### config.mk
export PLATFORM = sky130hd
export DESIGN_NAME = move_controller
export DESIGN_NICKNAME = d
export VERILOG_FILES = /design/src/rtl/move_controller.sv
export SDC_FILE = /design/constraint.sdc
export NUM_CORES = 1
export LEC_CHECK = 0
export BUFFER_PORTS_ARGS = -buffer_cell sky130_fd_sc_hd__buf_4
export CAP_MARGIN = 0
export CORE_MARGIN = 5
export CORE_UTILIZATION = 56
export DETAILED_ROUTE_END_ITERATION = 7
export PLACE_DENSITY = 0.82
export SYNTH_ARGS = -nofsm -noshare
export SYNTH_HDL_FRONTEND = slang
export SYNTH_SLANG_ARGS = --single-unit
### constraint.sdc
create_clock -name clk -period 2.65 [get_ports clk]
set_input_delay 0.53 -clock clk [delete_from_list [all_inputs] [get_ports clk]]
set_output_delay 0.53 -clock clk [all_outputs]
set_load 0.02 [all_outputs]
### src/rtl/move_controller.sv
// Turn-based move sequencer for the 9x10 board: two-click select, ownership check,
// handshaked two-write commit, turn alternation and general-capture game over.
module move_controller #(
  parameter logic [2:0] GENERAL_TYPE = 3'd0
) (
  input  logic       clk,
  input  logic       rst,
  input  logic       sel_valid,
  input  logic [7:0] sel_loc,
  input  logic       cancel,
  output logic       mem_req,
  output logic       mem_we,
  output logic [6:0] mem_addr,
  output logic [4:0] mem_wdata,
  input  logic [4:0] mem_rdata,
  input  logic       mem_ack,
  output logic       turn,
  output logic       src_held,
  output logic [7:0] src_loc,
  output logic       move_done,
  output logic       err,
  output logic       game_over,
  output logic       winner
);

  typedef enum logic [2:0] {
    StIdle,
    StRdSrc,
    StWaitDst,
    StRdDst,
    StWrDst,
    StWrSrc,
    StDone,
    StOver
  } state_e;

  state_e     state_q, state_d;
  logic       turn_q, turn_d;
  logic       src_held_q, src_held_d;
  logic [7:0] src_loc_q, src_loc_d;
  logic [7:0] dst_loc_q, dst_loc_d;
  logic [4:0] piece_q, piece_d;
  logic       general_hit_q, general_hit_d;
  logic       move_done_q, move_done_d;
  logic       err_q, err_d;
  logic       game_over_q, game_over_d;
  logic       winner_q, winner_d;
  logic       mem_req_q, mem_req_d;
  logic       mem_we_q, mem_we_d;
  logic [6:0] mem_addr_q, mem_addr_d;
  logic [4:0] mem_wdata_q, mem_wdata_d;

  logic own_piece;

  function automatic logic [6:0] loc_addr(input logic [7:0] loc);
    logic [6:0] col;
    logic [6:0] row;
    col = {3'b000, loc[7:4]};
    row = {3'b000, loc[3:0]};
    return (col << 3) + (col << 1) + row;
  endfunction

  function automatic logic in_range(input logic [7:0] loc);
    return (loc[7:4] <= 4'd8) && (loc[3:0] <= 4'd9);
  endfunction

  assign own_piece = mem_rdata[4] && (mem_rdata[3] == turn_q);

  always_comb begin
    state_d       = state_q;
    turn_d        = turn_q;
    src_held_d    = src_held_q;
    src_loc_d     = src_loc_q;
    dst_loc_d     = dst_loc_q;
    piece_d       = piece_q;
    general_hit_d = general_hit_q;
    move_done_d   = 1'b0;
    err_d         = 1'b0;
    game_over_d   = game_over_q;
    winner_d      = winner_q;
    mem_req_d     = mem_req_q;
    mem_we_d      = mem_we_q;
    mem_addr_d    = mem_addr_q;
    mem_wdata_d   = mem_wdata_q;

    unique case (state_q)
      StIdle: begin
        if (sel_valid) begin
          if (in_range(sel_loc)) begin
            src_loc_d = sel_loc;
            state_d   = StRdSrc;
          end else begin
            err_d = 1'b1;
          end
        end
      end

      StRdSrc: begin
        // Request goes out one cycle after entry; ack only counts while requesting.
        if (!mem_req_q) begin
          mem_req_d   = 1'b1;
          mem_we_d    = 1'b0;
          mem_addr_d  = loc_addr(src_loc_q);
          mem_wdata_d = 5'b00000;
        end else if (mem_ack) begin
          mem_req_d = 1'b0;
          if (own_piece) begin
            piece_d    = mem_rdata;
            src_held_d = 1'b1;
            state_d    = StWaitDst;
          end else begin
            err_d   = 1'b1;
            state_d = StIdle;
          end
        end
      end

      StWaitDst: begin
        if (cancel) begin
          src_held_d = 1'b0;
          state_d    = StIdle;
        end else if (sel_valid) begin
          if (sel_loc == src_loc_q) begin
            src_held_d = 1'b0;
            state_d    = StIdle;
          end else if (!in_range(sel_loc)) begin
            err_d = 1'b1;
          end else begin
            dst_loc_d = sel_loc;
            state_d   = StRdDst;
          end
        end
      end

      StRdDst: begin
        if (!mem_req_q) begin
          mem_req_d   = 1'b1;
          mem_we_d    = 1'b0;
          mem_addr_d  = loc_addr(dst_loc_q);
          mem_wdata_d = 5'b00000;
        end else if (mem_ack) begin
          mem_req_d = 1'b0;
          if (own_piece) begin
            // Clicking another own piece moves the selection instead of capturing.
            src_loc_d = dst_loc_q;
            piece_d   = mem_rdata;
            state_d   = StWaitDst;
          end else begin
            general_hit_d = mem_rdata[4] && (mem_rdata[2:0] == GENERAL_TYPE);
            state_d       = StWrDst;
          end
        end
      end

      StWrDst: begin
        if (!mem_req_q) begin
          mem_req_d   = 1'b1;
          mem_we_d    = 1'b1;
          mem_addr_d  = loc_addr(dst_loc_q);
          mem_wdata_d = piece_q;
        end else if (mem_ack) begin
          mem_req_d = 1'b0;
          state_d   = StWrSrc;
        end
      end

      StWrSrc: begin
        if (!mem_req_q) begin
          mem_req_d   = 1'b1;
          mem_we_d    = 1'b1;
          mem_addr_d  = loc_addr(src_loc_q);
          mem_wdata_d = 5'b00000;
        end else if (mem_ack) begin
          mem_req_d   = 1'b0;
          move_done_d = 1'b1;
          src_held_d  = 1'b0;
          state_d     = StDone;
        end
      end

      StDone: begin
        turn_d = ~turn_q;
        if (general_hit_q) begin
          game_over_d = 1'b1;
          winner_d    = turn_q;
          state_d     = StOver;
        end else begin
          state_d = StIdle;
        end
      end

      StOver: begin
        mem_req_d = 1'b0;
      end

      default: state_d = StIdle;
    endcase
  end

  always_ff @(posedge clk) begin
    if (!rst) begin
      state_q       <= StIdle;
      turn_q        <= 1'b0;
      src_held_q    <= 1'b0;
      src_loc_q     <= 8'h00;
      dst_loc_q     <= 8'h00;
      piece_q       <= 5'b00000;
      general_hit_q <= 1'b0;
      move_done_q   <= 1'b0;
      err_q         <= 1'b0;
      game_over_q   <= 1'b0;
      winner_q      <= 1'b0;
      mem_req_q     <= 1'b0;
      mem_we_q      <= 1'b0;
      mem_addr_q    <= 7'd0;
      mem_wdata_q   <= 5'b00000;
    end else begin
      state_q       <= state_d;
      turn_q        <= turn_d;
      src_held_q    <= src_held_d;
      src_loc_q     <= src_loc_d;
      dst_loc_q     <= dst_loc_d;
      piece_q       <= piece_d;
      general_hit_q <= general_hit_d;
      move_done_q   <= move_done_d;
      err_q         <= err_d;
      game_over_q   <= game_over_d;
      winner_q      <= winner_d;
      mem_req_q     <= mem_req_d;
      mem_we_q      <= mem_we_d;
      mem_addr_q    <= mem_addr_d;
      mem_wdata_q   <= mem_wdata_d;
    end
  end

  assign mem_req   = mem_req_q;
  assign mem_we    = mem_we_q;
  assign mem_addr  = mem_addr_q;
  assign mem_wdata = mem_wdata_q;
  assign turn      = turn_q;
  assign src_held  = src_held_q;
  assign src_loc   = src_loc_q;
  assign move_done = move_done_q;
  assign err       = err_q;
  assign game_over = game_over_q;
  assign winner    = winner_q;

endmodule

**Yosys cells after proc, flatten, opt, wreduce, memory -nomap -nowiden**

Index checks and enable logic that the tools add are counted.

- Flip-flop bits (word level): 45
- Input bits: 18
- Logic and storage cells: 139
- Output and inout bits: 28

- Reductions and logical operators: 29
- Bitwise gates (word level): 4
- Multiplexer cells: 55
- $lt $le $gt $ge: 2
- Equal/unequal tests: 30
- $add $sub $neg: 4

Operator list:

| kind | count |
|---|---|
| 3-bit 2-to-1 mux | 16 |
| 8-bit 2-to-1 mux | 5 |
| 2-bit inequality test, second input constant | 18 |
| 1-bit 2-to-1 mux | 21 |
| 3-bit case mux with 7 select lines | 1 |
| 8-bit case mux with 2 select lines | 1 |
| 7-bit by 4-bit adder with 7-bit output | 2 |
| 7-bit by 5-bit adder with 7-bit output | 2 |
| 7-bit 2-to-1 mux | 2 |
| 7-bit case mux with 2 select lines | 1 |
| 13-bit AND reduction | 1 |
| 3-bit equality test, second input constant | 4 |
| 3-bit AND reduction | 4 |
| 5-bit 2-to-1 mux | 2 |
| 5-bit case mux with 2 select lines | 1 |
| 2-bit nonzero test | 5 |
| 8-bit equality test | 1 |
| 4-bit less-or-equal comparator, second input constant | 2 |
| 4-bit AND reduction | 2 |
| 8-bit AND reduction | 1 |
| 2-bit OR reduction | 4 |
| 7-bit nonzero test | 1 |
| 3-bit by 2-bit equality test with 1-bit output, second input constant | 2 |
| 3-bit zero test | 2 |
| other kinds (15) | 23 |

**Depth between registers and ports, before layout**

- Depth after elaboration: 7
- Mapped depth: 9

**Worst setup path before layout**

No wires, ideal clock.

- Path type: register to register
- Start point: reg dst_loc_q[4]
- End point: reg mem_addr_q[6], in the netlist mem_addr[6]
- Library setup time: 0.079 ns
- Arrival: 2.145 ns
- Buffers on the path: 0
- Setup slack: 0.426 ns
- Cell stages (with the launch flop): 9
- Cells stage by stage: dfxtp_1 > inv_1 > fa_1 > fa_1 > nor2b_1 > o21a_1 > nor3_1 > or4b_1 > o211ai_1

- Longest elaborated chain between the ends: 4

Ends and longest elaborated chain:

| what | line | RTL |
|---|---|---|
| start, declared | 41 | `logic [7:0] dst_loc_q, dst_loc_d;` |
| start signal, assigned | 222 | `dst_loc_q <= dst_loc_d;` |
| 7-bit by 5-bit adder with 7-bit output | 60 | `return (col << 3) + (col << 1) + row;` |
| 7-bit by 4-bit adder with 7-bit output | 60 |  |
| 7-bit 2-to-1 mux | 136, 156 |  |
| 7-bit case mux with 2 select lines | 86 | `unique case (state_q)` |
| end signal, assigned | 231 | `mem_addr_q <= mem_addr_d;` |
| end, declared | 50 | `logic [6:0] mem_addr_q, mem_addr_d;` |

No other way between the ends. The select of a mux whose other input is x is not followed.
A chain may end at the register's enable or synchronous reset.

**Worst setup path after layout**

Same ends and word-level chain as after synthesis.

==> impl_metrics.tcl <==
set metrics [dict create \
    final_max_slew_viol_count 0 \
    final.period_utilization 0.898 \
    drt-total-wl_um 6500 \
    htreeDepth 2 \
    critical_path.cell_chain "inv_1 -> fa_1 -> fa_1 -> nor2b_1 -> o21a_1 -> nor3_1 -> or4b_1 -> o211ai_1" \
    crit_fanout 3 \
    core_sq_um 4410 \
    clockPowerShare 0.224 \
    register_area_sq_um 901 \
    design.final.nets 380 \
    yosys_register_bits 45 \
    synth-compound-area-share 0.172 \
    cts_root_buf "sky130_fd_sc_hd__clkbuf_8" \
    power_mw 2.25 \
    power.leakage_nw 1.34 \
    setup_ws_ns 0.270 \
    grt_use_total 0.218 \
    dpl_worst_slack_ns 0.288 \
    ir_drop_v 0.000556 \
    cts_tree "done" \
    chipHeight_um 78.1 \
    synth_cell_types 49 \
    rsz0062_at_grt "false" \
    fmax_mhz 420 \
    syn-cell-area_sq_um 2590 \
    netlist_top_cells_area "sky130_fd_sc_hd__dfxtp_1 35%, sky130_fd_sc_hd__mux2i_1 7.3%, sky130_fd_sc_hd__ha_1 6.8%" \
    cts_setup_buffers 0 \
    dominant_combinational_cell_family_by_area_after_synthesis "simple AND/OR/NAND/NOR gates" \
    die-area_sq_um 6090 \
    timing.final.setup_violations 0 \
    post_route_cells_drive_above_1_share 0.192 \
    power.combinational.fraction 0.390 \
    grt_first_pass_wirelength_um 10900 \
    critical-path-slowest-cell "sky130_fd_sc_hd__fa_1" \
    gp_congestion 0.861 \
    worst_path_dominant_cell_family "adder cells" \
    synth.largest_area_cell "sky130_fd_sc_hd__dfxtp_1" \
    synth_fp_nets 339 \
    maximum_number_of_pins_on_one_net_before_global_route_repair 32 \
    worstPathArrival_ns 2.60 \
    worstSetupPathType "reg -> reg" \
    powerDensity_nw_per_um2 737 \
    insertedDiodeCount 0 \
    yosys-top-cells-count "45 x sky130_fd_sc_hd__dfxtp_1, 43 x sky130_fd_sc_hd__nand2_1, 27 x sky130_fd_sc_hd__nor2_1" \
    fp.dieW_um 78.1 \
    worst_ep_required_time_ns 2.87 \
    maxCapViolCount 0 \
    flow.area_growth_from_synthesis_pct 17.9 \
    synth_async_sr_flop_share 0 \
    final_hold_violation_count 0 \
    initial_utilization 0.588 \
    share_of_total_power_consumed_by_net_switching 0.379 \
    synthMuxAreaShare 0.0733 \
    cts_hold_buf 0 \
    endpoint_kind "register" \
    clock_path_buffers 2 \
    clock_sinks 45 \
    synthesis.instances 303 \
    net-switching-power_mw 0.853 \
    worst_path_most_repeated_cell "sky130_fd_sc_hd__fa_1" \
    synthDominantCellAreaShare 0.347 \
    share_seq_of_total_power 0.386 \
    drt_iter0_drc 187 \
    post-dp-hpwl_um 4750 \
    synth-xor-area-share 0.0506 \
    io_pins 46 \
    dr.pass1.iters 4 \
    multi_input_comb_area_sq_um 1540 \
    path_clk_slew_ns 0.08 \
    total_grt_overflow 0 \
    synth-adder-area-share 0.0984 \
    synth_most_common_cell "sky130_fd_sc_hd__dfxtp_1" \
    relSlewSlack 0.295 \
    numCtsBuffers 5 \
    synth_edf_count 0 \
    post_drt_antenna_nets 0 \
    detail_route.wl_per_cell_um 16.4 \
    synthesized_area_divided_by_synthesized_cell_count_sq_um 8.56 \
    drc 0 \
    antenna_found_initial 0 \
    synth_ff_type "sky130_fd_sc_hd__dfxtp_1" \
    cts_resized 0 \
    crit_buf_inv 1 \
    internal-power_mw 1.40 \
    timing.clock.skew_ns 0.0103 \
    dr_total_vias 2318 \
    timing.hold.worst.class "reg -> reg" \
    setup-tns-final_ns 0 \
    status "completed" \
    yosys.area_share.simple 0.199 \
    placed_cell_area_sq_um 2960 \
    seq_area_frac_synth 0.347 \
    vias_per_cell 5.85 \
    final.fill_count 376 \
    slowest_delay_ns 0.52 \
    insertion_delay_of_the_later_clocked_pin_in_the_worst_skew_pair_ns 0.30 \
    synth-warning-count 0 \
    placement_rows 24 \
    first_global_vias 2212 \
    finalInstanceArea_sq_um 3060 \
    post-route-min-period_ns 2.38 \
    startpoint_type "register" \
    worst_pin_slew_ns 1.06 \
    port_buffers 45 \
]
## metal layers
metal	GRT usage	up-vias	part of all wire
met3	0.0423	11	0.073
li1	-	1134	-
met5	0	-	0
met4	0.0574	0	0.014
met1	0.316	1078	0.46
met2	0.333	95	0.45
## cells by family (layout without fill, tap and decap cells)
kind of cell / after synthesis / in the layout
simple gates: 109 / 109
compound gates: 60 / 60
flops: 45 / 45
buf+inv: 37 / 78
mux: 19 / 19
fa+ha+maj: 18 / 18
xor+xnor: 15 / 15
## cell usage in the layout, fill, tap and decap left out, types with 5 or more instances in the layout
master                     instances
sky130_fd_sc_hd__buf_4            49
sky130_fd_sc_hd__dfxtp_1          45
sky130_fd_sc_hd__nand2_1          43
sky130_fd_sc_hd__nor2_1           27
sky130_fd_sc_hd__inv_1            22
sky130_fd_sc_hd__a21oi_1          20
sky130_fd_sc_hd__mux2i_1          19
sky130_fd_sc_hd__ha_1             14
sky130_fd_sc_hd__nand3_1          12
sky130_fd_sc_hd__xnor2_1          10
sky130_fd_sc_hd__a211oi_1          7
sky130_fd_sc_hd__o21ai_0           7
sky130_fd_sc_hd__nand4_1           5
sky130_fd_sc_hd__xor2_1            5
sky130_fd_sc_hd__clkbuf_8          5
## path summary, 6_finish.rpt
path / startpoint / to / slack (ns) / cells past startpoint
worst min register to register: mem_wdata[3] / mem_wdata[3] / 0.45 / 2
worst min-delay path: mem_wdata[3] / mem_wdata[3] / 0.45 / 2
worst max register to register: dst_loc_q[4] / mem_addr[6] / 0.27 / 8
worst max-delay path: dst_loc_q[4] / mem_addr[6] / 0.27 / 8
## power groups by stage
stage	combinational [mW]	clock, mW	sequential, mW
2_1_floorplan	0.517	0	0.937
3_3_place_gp	0.855	0	0.881
3_5_place_dp	0.867	0	0.883
4_1_cts	0.877	0.516	0.866
5_1_grt	0.971	0.543	0.885
6_report	0.880	0.505	0.870
## state kept, by name, summed over array words and instances (netlist names), 3 cells and up
signal	flops
dst_loc_q	8
mem_addr	7
mem_wdata	5
piece_q	5
state_q	3
src_loc	8
## layout make-up
class,instances,share of cell area
clock inverter,2,0.0115
timing repair buffer,49,0.120
sequential,45,0.294
inverter,22,0.0270
multi-input combinational,221,0.503
tap,52,0.0213
clock buffer,5,0.0225
## metrics by stage
step | hold slack [ns] | utilization | instances
after floorplan | 0.426 | - | 303
after global placement | 0.434 | 0.670 | 389
after detailed placement | 0.447 | 0.670 | 389
after CTS | 0.460 | 0.693 | 396
after global routing | 0.476 | 0.693 | 396
final | 0.455 | 0.693 | 396
## worst min-delay path, stage by stage (launching register included)
cell and delay (ns):
sky130_fd_sc_hd__dfxtp_1 0.31, sky130_fd_sc_hd__nand2_1 0.05, sky130_fd_sc_hd__a21oi_1 0.05
(Power assumes the default switching activity.)
